$ cat config.mk
export PLATFORM = sky130hd
export DESIGN_NAME = imem_loader
export DESIGN_NICKNAME = d
export VERILOG_FILES = /design/src/rtl/imem_loader_pkg.sv /design/src/rtl/imem_loader_byte_packer.sv /design/src/rtl/imem_loader.sv
export SDC_FILE = /design/constraint.sdc
export NUM_CORES = 1
export LEC_CHECK = 0
export CORE_ASPECT_RATIO = 0.7
export CORE_MARGIN = 5
export CORE_UTILIZATION = 52
export CTS_CLUSTER_SIZE = 24
export DETAILED_ROUTE_END_ITERATION = 8
export GPL_TIMING_DRIVEN = 0
export PLACE_DENSITY = 0.81
export RECOVER_POWER = 50
export SYNTH_ARGS = -nofsm -noshare
export SYNTH_HDL_FRONTEND = slang
export SYNTH_SLANG_ARGS = --single-unit
export TNS_END_PERCENT = 1
$ cat constraint.sdc
create_clock -name clk -period 2.85 [get_ports clk]
set_input_delay 0.57 -clock clk [delete_from_list [all_inputs] [get_ports clk]]
set_output_delay 0.57 -clock clk [all_outputs]
set_load 0.005 [all_outputs]
$ cat src/rtl/imem_loader_pkg.sv
`default_nettype none
// ============================================================================
//  Module  : imem_loader_pkg
//  Brief   : Shared constants for the instruction-memory loader: default
//            memory depth, header width and loader state encodings.
//  Rev     : 1.0  initial release
// ============================================================================
package imem_loader_pkg;

    // Instruction memory depth in 32-bit words; also sizes the memory itself
    localparam int unsigned c_imem_depth = 1024;

    // Width of the little-endian word-count header
    localparam int unsigned c_hdr_w = 16;

    typedef enum logic [2:0] {
        ST_HDR0  = 3'd0,
        ST_HDR1  = 3'd1,
        ST_DATA  = 3'd2,
        ST_WRITE = 3'd3,
        ST_DONE  = 3'd4,
        ST_ERR   = 3'd5
    } ldr_state_t;

    // States in which the loader takes bytes from the stream
    function automatic logic accepts_bytes(input ldr_state_t s);
        return (s == ST_HDR0) || (s == ST_HDR1) || (s == ST_DATA);
    endfunction

    // States in which a load is considered in progress
    function automatic logic is_busy(input ldr_state_t s);
        return (s == ST_HDR1) || (s == ST_DATA) || (s == ST_WRITE);
    endfunction

endpackage
`default_nettype wire

$ cat src/rtl/imem_loader_byte_packer.sv
`default_nettype none
// ============================================================================
//  Module  : imem_loader_byte_packer  (byte_packer)
//  Brief   : Assembles four little-endian stream bytes into a 32-bit word.
//            The first byte ends up in word[7:0].
//  Rev     : 1.0  initial release
// ============================================================================
module imem_loader_byte_packer (
    input  logic        clk,
    input  logic        rst,
    input  logic        i_clr,
    input  logic        i_shift,
    input  logic [7:0]  i_byte,
    output logic [31:0] o_word,
    output logic        o_word_complete
);

    logic [1:0]  r_cnt;
    logic [31:0] r_word;

    // Shift bytes in from the top so the earliest byte lands in the low lane
    always_ff @(posedge clk or posedge rst) begin
        if (rst) begin
            r_cnt  <= 2'd0;
            r_word <= 32'd0;
        end else if (i_clr) begin
            r_cnt  <= 2'd0;
        end else if (i_shift) begin
            r_cnt  <= r_cnt + 2'd1;
            r_word <= {i_byte, r_word[31:8]};
        end
    end

    assign o_word          = r_word;
    assign o_word_complete = i_shift && (r_cnt == 2'd3);

endmodule
`default_nettype wire

$ cat src/rtl/imem_loader.sv
`default_nettype none
// ============================================================================
//  Module  : imem_loader
//  Brief   : Receives a byte stream (16-bit word count N, then N little-endian
//            32-bit words) and writes the words to instruction memory at
//            consecutive word-aligned byte addresses starting at 0.
//  Rev     : 1.0  initial release
// ============================================================================
module imem_loader
    import imem_loader_pkg::*;
#(
    parameter int unsigned DEPTH = c_imem_depth
) (
    input  logic        clk,
    input  logic        rst,
    input  logic        start,
    input  logic        in_valid,
    input  logic [7:0]  in_byte,
    output logic        in_ready,
    output logic        we,
    output logic [31:0] waddr,
    output logic [31:0] wdata,
    output logic        busy,
    output logic        done,
    output logic        error
);

    // Index must be able to hold DEPTH itself so the final compare never wraps
    localparam int unsigned c_idx_w = $clog2(DEPTH + 1);
    localparam logic [31:0] c_depth = 32'(DEPTH);

    ldr_state_t          r_state;
    ldr_state_t          w_state_nxt;
    logic [c_hdr_w-1:0]  r_n;
    logic [c_idx_w-1:0]  r_idx;
    logic [c_idx_w-1:0]  w_idx_inc;
    logic [c_hdr_w-1:0]  w_n_full;
    logic                w_n_bad;
    logic                w_last;
    logic                w_xfer;
    logic                r_in_ready;
    logic                r_we;
    logic [31:0]         r_waddr;
    logic                r_busy;
    logic                r_done;
    logic                r_error;
    logic [31:0]         w_word;
    logic                w_word_complete;

    assign w_xfer    = in_valid && r_in_ready;
    assign w_n_full  = {in_byte, r_n[7:0]};
    assign w_n_bad   = (w_n_full == '0) || ({16'd0, w_n_full} > c_depth);
    assign w_idx_inc = r_idx + 1'b1;
    assign w_last    = (32'(w_idx_inc) == 32'(r_n));

    imem_loader_byte_packer u_byte_packer (
        .clk             (clk),
        .rst             (rst),
        .i_clr           (r_state != ST_DATA),
        .i_shift         (w_xfer && (r_state == ST_DATA)),
        .i_byte          (in_byte),
        .o_word          (w_word),
        .o_word_complete (w_word_complete)
    );

    // Next-state decode; outputs are registered from the next state below
    always_comb begin
        w_state_nxt = r_state;
        case (r_state)
            ST_HDR0:  if (w_xfer) w_state_nxt = ST_HDR1;
            ST_HDR1:  if (w_xfer) w_state_nxt = w_n_bad ? ST_ERR : ST_DATA;
            ST_DATA:  if (w_word_complete) w_state_nxt = ST_WRITE;
            ST_WRITE: w_state_nxt = w_last ? ST_DONE : ST_DATA;
            ST_DONE,
            ST_ERR:   if (start) w_state_nxt = ST_HDR0;
            default:  w_state_nxt = ST_HDR0;
        endcase
    end

    // State, header/index bookkeeping and registered outputs
    always_ff @(posedge clk or posedge rst) begin
        if (rst) begin
            r_state    <= ST_HDR0;
            r_n        <= '0;
            r_idx      <= '0;
            r_in_ready <= 1'b0;
            r_we       <= 1'b0;
            r_waddr    <= 32'd0;
            r_busy     <= 1'b0;
            r_done     <= 1'b0;
            r_error    <= 1'b0;
        end else begin
            r_state    <= w_state_nxt;
            r_in_ready <= accepts_bytes(w_state_nxt);
            r_busy     <= is_busy(w_state_nxt);
            r_done     <= (w_state_nxt == ST_DONE);
            r_error    <= (w_state_nxt == ST_ERR);
            r_we       <= (w_state_nxt == ST_WRITE);
            // The write address is the index before it advances in WRITE
            r_waddr    <= (w_state_nxt == ST_WRITE) ? 32'({r_idx, 2'b00}) : 32'd0;

            case (r_state)
                ST_HDR0: if (w_xfer) r_n <= {8'd0, in_byte};
                ST_HDR1: if (w_xfer) begin
                    r_n   <= w_n_full;
                    r_idx <= '0;
                end
                ST_WRITE: r_idx <= w_idx_inc;
                ST_DONE,
                ST_ERR:   if (start) r_idx <= '0;
                default: ;
            endcase
        end
    end

    assign in_ready = r_in_ready;
    assign we       = r_we;
    assign waddr    = r_waddr;
    // The packer holds the finished word steady for the whole WRITE cycle
    assign wdata    = r_we ? w_word : 32'd0;
    assign busy     = r_busy;
    assign done     = r_done;
    assign error    = r_error;

endmodule
`default_nettype wire

==> results.toml, run 1 <==
[worst_setup_path]
startpoint = "we"
cp-start-kind = "register"
cp.required_ns = 2.28
cp_slowest_cell = "clkdlybuf4s50_1"
r2r_end = "error"
cp_max_fo = 10
critPathMaxStageDelay_ns = 0.51
r2r_cells = 7
crit_chain = "clkbuf_1 > and2_1 > clkdlybuf4s50_1"
r2r-start = "r_idx[0]"
path_buf_inv = 2
path_class = "reg2out"
arrival_ns = 1.90
endpoint_kind = "output pin"
r2r_slack_ns = 0.39
cp_top_family = "buffers and inverters"

[timing]
slew_viol_final = 0
clock_skew_ns = 0.01347
post-route-min-period_ns = 2.466
max_freq_mhz = 405.6
worstMarginPinSlew_ns = 0.9186
hold_viol_final = 0
postLayoutSetupSlackWorst_ns = 0.3843
setup_viol_count_final = 0
post-route-period-util_pct = 86.52
grt_setup_unrepaired = "no"
max_slew_margin_pct = 38.42

[cts]
cts_tree = "done"
path_clk_slew_ns = 0.08
cts_setup_buffers = 0
root_buffer = "clkbuf_8"
cts_buffer_depth = 2
cts_resized = 0
insertion_delay_ns = 0.36
cts-buffers-inserted = 9
htree_levels = 3
cts_sinks = 80
holdBufCountCts = 0

[placed_design]
gp_congestion = 0.8491
dp_hpwl_um = 6693
dp_slack_ns = 0.1415
io_buffers = 59

[pwr]
total_power_uw = 3008
vdd.ir_drop.worst_mv = 0.2925
total_leakage_power_uw = 0.002373
p_per_area_nw_per_um2 = 604.7

[min_path]
hold_end = "r_n[15]"
hold_path_startpoint = "r_n[15]"
holdPathStages = 2
min_path_type = "reg2reg"

[global_routing]
grt_max_degree = 60
grt-ovfl-total = 0
grt_first_pass_wirelength_um = 15070
grt_usage_pct = 19.51
antenna_found_initial = 0
first_global_vias = 3026

[floorplan]
die_area_sq_um = 9537
ios = 81
fp-row-count = 26
core-area_sq_um = 7385
die_x_um = 114.6
die_y_um = 83.22
start_util_pct = 53.93

[route]
wl_um = 8939
viasPerCell = 5.281
wl_per_cell_um = 16.02
ant_nets = 0
drc = 0
drt-initial-drc-count = 190
vias = 2947
drtPass1Iterations = 4

[yosys]
yosysTopAreaCellShare_pct = 50.27
ys_top_cells_by_area = "dfrtp_1 (50%), mux2_2 (11%), and2_1 (5.5%), buf_4 (5.1%), o21ai_0 (3.1%)"
synth_top_cell_by_area = "dfrtp_1"
synth-main-ff-cell = "dfrtp_1"
synth.distinct_cells = 52
synthTopCellsByCount = "dfrtp_1 (80), mux2_2 (40), and2_1 (35)"
syn_area_sq_um = 3983
ys_ff_latch = 80
postSynthCellCount = 364
synth_edf_count = 0
synth_warnings = 0
synth_async_sr_flop_share_pct = 100.0
ys_seq_area_share_pct = 50.27
synth.most_common_cell = "dfrtp_1"
synth_area_per_cell_sq_um = 10.94

[layout]
syn_to_final_growth_pct = 24.91
layout.nets = 469
layout-drive-gt1-share_pct = 22.61
nFillCells = 592
diodes = 0

[run]
maxCapViolCount = 0

[run_status]
run_status = "finished clean"
cell usage in the layout (no fill, tap or decap), drive strengths merged, types with 3 or more instances in the layout:
master         instances
and3                   9
xor2                   8
xnor2                  9
nand2                 31
buf                   29
clkdlybuf4s50         42
or3                    4
o41ai                  3
nor2                  20
mux2                  40
nor3                   3
dfrtp                 80
nand3                  8
a21oi                  5
dlygate4sd3           18
o21ai                 25
clkbuf                20
inv                    8
conb                  21
and2                  35
nor4                   5
clkinv                 3
o31ai                  3
worst register-to-register path, cell delays in order, from the launching register on:
cell and delay, ns:
dfrtp_1 0.50, ha_1 0.33, nand2_1 0.21, or3_1 0.44
xnor2_1 0.17, nor4b_2 0.38, a31o_2 0.26, and2_1 0.13
through the flow:
stage | instance area (sq um) | cells | TNS (ns) | hold slack [ns] | utilization [%]
2_1_floorplan | 4058 | 384 | 0 | 0.4508 | -
3_3_place_gp | 4771 | 541 | -76.12 | 0.4679 | 64.61
3_5_place_dp | 4801 | 542 | 0 | 0.4871 | 65.01
4_1_cts | 5002 | 558 | 0 | 0.5083 | 67.74
5_1_grt | 4975 | 558 | 0 | 0.5305 | 67.37
6_report | 4975 | 558 | 0 | 0.5039 | 67.37
sequential cells by signal (all words and copies together), names as in the netlist:
name                  cells
busy                      1
done                      1
error                     1
in_ready                  1
r_idx                    11
r_n                      16
r_state                   3
u_byte_packer.o_word     32
u_byte_packer.r_cnt       2
waddr                    11
we                        1
per-layer routing:
layer / GRT usage (%) / share of wire [%] / vias to the layer above
li1: - / - / 1387
met1: 27.24 / 45 / 1456
met2: 30.06 / 47 / 93
met3: 6.105 / 6.9 / 11
met4: 3.776 / 1.1 / 0
met5: 0 / 0 / -
power by group:
| part | total [uW] | internal (uW) | switching, uW | leakage [uW] |
|---|---|---|---|---|
| logic | 723 | 348 | 375 | 0.00119 |
| registers | 1430 | 1290 | 145 | 0.00108 |
| clock network | 850 | 415 | 435 | 0.000106 |
| total | 3010 | 2050 | 955 | 0.00237 |
final cells by class:
class	count	area [sq um]	area share, %
sequential	80	2002	40.24
multi-input combinational	258	1747	35.11
tap	98	122.6	2.465
buffer	40	280.3	5.634
timing repair buffer	60	598.1	12.02
clock inverter	7	77.57	1.559
inverter	6	23.77	0.4779
clock buffer	9	123.9	2.490
worst max-delay path by stage:
| stage | to | cells after the start |
|---|---|---|
| 2_1_floorplan | busy | 1 |
| 3_3_place_gp | r_n[15] | 2 |
| 3_5_place_dp | r_n[0] | 6 |
| 4_1_cts | wdata[28] | 3 |
| 5_1_grt | error | 7 |
| 6_report | wdata[28] | 3 |
cell families after synthesis:
logic type / count (synthesis) / share of synthesized area (%)
muxes: 41 / 11.56
and+or+nand+nor: 130 / 18.91
adders and majority gates: 2 / 0.6282
DFF: 80 / 50.27
xor gates and xnor gates: 17 / 3.739
buffers and inverters: 46 / 7.634
AOI/OAI and AO/OA: 47 / 7.163
other: 1 / 0.09416
No activity file was read; power rests on OpenSTA's default activity.
==> inputs of run 2 (changes only) <==
CORE_ASPECT_RATIO = 0.8   (was 0.7)
==> run 2 against run 1 <==
Utilization down 0.34 points. Via count is 1.7% lower. Cell area barely moved. Clock skew shrank 0.0061 ns. Routed wire length fell by 2.0%. Critical path type unchanged. Largest cell class unchanged.
==> results.toml, run 2 (synthesized netlist as in run 1, its figures left out) <==
[run_status]
run_status = "finished clean"

[worst_setup_path]
cp-start-kind = "register"
path_class = "reg2out"
r2r_cells = 7
crit_chain = "clkbuf_1 > and2_1 > clkdlybuf4s50_1"
r2r_end = "error"
cp.required_ns = 2.28
cp_max_fo = 10
cp_slowest_cell = "clkdlybuf4s50_1"
r2r-start = "r_idx[0]"
r2r_slack_ns = 0.39
arrival_ns = 1.91
endpoint_kind = "output pin"
startpoint = "we"
critPathMaxStageDelay_ns = 0.51

[min_path]
holdPathStages = 1
hold_path_startpoint = "u_byte_packer.o_word[5]"
min_path_type = "reg2reg"
hold_end = "u_byte_packer.o_word[5]"

[floorplan]
die_x_um = 107.8
start_util_pct = 53.62
fp-row-count = 28
die_y_um = 88.28
ios = 81
core-area_sq_um = 7427
die_area_sq_um = 9520

[route]
drt-met1-wl_um = 3931
viasPerCell = 5.137
drc = 0
wl_met3_um = 487
vias = 2897
wl_per_cell_um = 15.54
ant_nets = 0
drt-initial-drc-count = 139
drtPass1Iterations = 5
wl_um = 8764
dr.max_layer_used = "met4"
routed-wl-met2_um = 4248

[global_routing]
antenna_found_initial = 0
grt-ovfl-total = 0
grt_max_degree = 59
grt_usage_pct = 19.22
grt_first_pass_wirelength_um = 14340
first_global_vias = 2912

[pwr]
seqPwrFrac_pct = 47.8
p_per_area_nw_per_um2 = 600.8
total_leakage_power_uw = 0.002359
swShare_pct = 31.04
combPwrFrac_pct = 24.4
internal_power_uw = 2062
p_switching_uw = 928.4
clkPwrFrac_pct = 27.8
vdd.ir_drop.worst_mv = 0.3665

[timing]
hold_viol_final = 0
max_slew_margin_pct = 31.96
grt_setup_unrepaired = "no"
clock_skew_ns = 0.007336
post-route-period-util_pct = 87.07
setup_viol_count_final = 0
post-route-min-period_ns = 2.482
worstMarginPinSlew_ns = 1.015
fin_tns_setup_ns = 0
slew_viol_final = 0
max_freq_mhz = 403.0

[layout]
layout.nets = 469
final_cell_mix = "dfrtp_1 (80), clkdlybuf4s50_1 (42), mux2_2 (40)"
layout-drive-gt1-share_pct = 22.66
stdcell_area_sq_um = 4979
diodes = 0
nFillCells = 603
syn_to_final_growth_pct = 25.01
final_common_cell = "dfrtp_1"
largest_register_ffs = 32

[placed_design]
io_buffers = 59
dp_hpwl_um = 6520
dpl_cell_area_sq_um = 4810
gp_congestion = 0.9333

[cts]
holdBufCountCts = 0
cts_tree = "done"
insertion_delay_ns = 0.35
cts_buffer_depth = 2
root_buffer = "clkbuf_8"
htree_levels = 3
cts_setup_buffers = 0
cts-buffers-inserted = 9
path_clk_slew_ns = 0.08
cts_resized = 0
cts_sinks = 80

[run]
maxCapViolCount = 0
run 2: cell type report:
type	count	area, sq um	share of cell area, %
Tap cell	105	131.4	2.639
Multi-Input combinational cell	258	1747	35.08
Sequential cell	80	2002	40.21
Timing Repair Buffer	60	598.1	12.01
Clock buffer	10	137.6	2.765
Clock inverter	5	57.56	1.156
Buffer	40	281.5	5.655
Inverter	6	23.77	0.4775
run 2: worst max path at each step:
| stage | to | slack [ns] |
|---|---|---|
| floorplan | busy | 0.23 |
| global placement | r_state[1] | -0.97 |
| detailed placement | done | 0.12 |
| CTS | wdata[27] | 0.35 |
| global route | error | 0.19 |
| finish | wdata[28] | 0.37 |
run 2: critical path: cells and delay by family (launching register included):
family        cells  cell delay (ns)
flops             1             0.50
buf+inv           2             0.86
simple gates      1             0.21
run 2: per-stage QoR:
stage | instances | total power, uW | setup slack [ns] | util [%] | hold slack (ns)
2_1_floorplan | 384 | 1959 | 0.2283 | - | 0.4508
3_3_place_gp | 548 | 2136 | -0.9733 | 64.35 | 0.4665
3_5_place_dp | 549 | 2187 | 0.1209 | 64.76 | 0.4900
4_1_cts | 564 | 3013 | 0.3548 | 67.39 | 0.5078
5_1_grt | 564 | 3149 | 0.1903 | 67.03 | 0.5222
6_report | 564 | 2991 | 0.3684 | 67.03 | 0.5025
run 2: power by group through the flow:
stage	logic, uW	registers (uW)	clock network [uW]
floorplan	550	1410	0
global placement	697	1440	0
detailed placement	738	1450	0
CTS	740	1430	844
global route	800	1450	896
finish	731	1430	831
run 2: metal layers:
layer,GRT usage [%],up-vias
li1,-,1395
met4,5.390,0
met1,26.47,1408
met3,4.158,7
met2,31.21,87
met5,0,-
==> inputs of run 3 (changes only) <==
ABC_CLOCK_PERIOD_IN_PS = 2850   (was default)
==> results of run 3 <==
No change in the layout: final DEF, timing and power equal those of run 2.
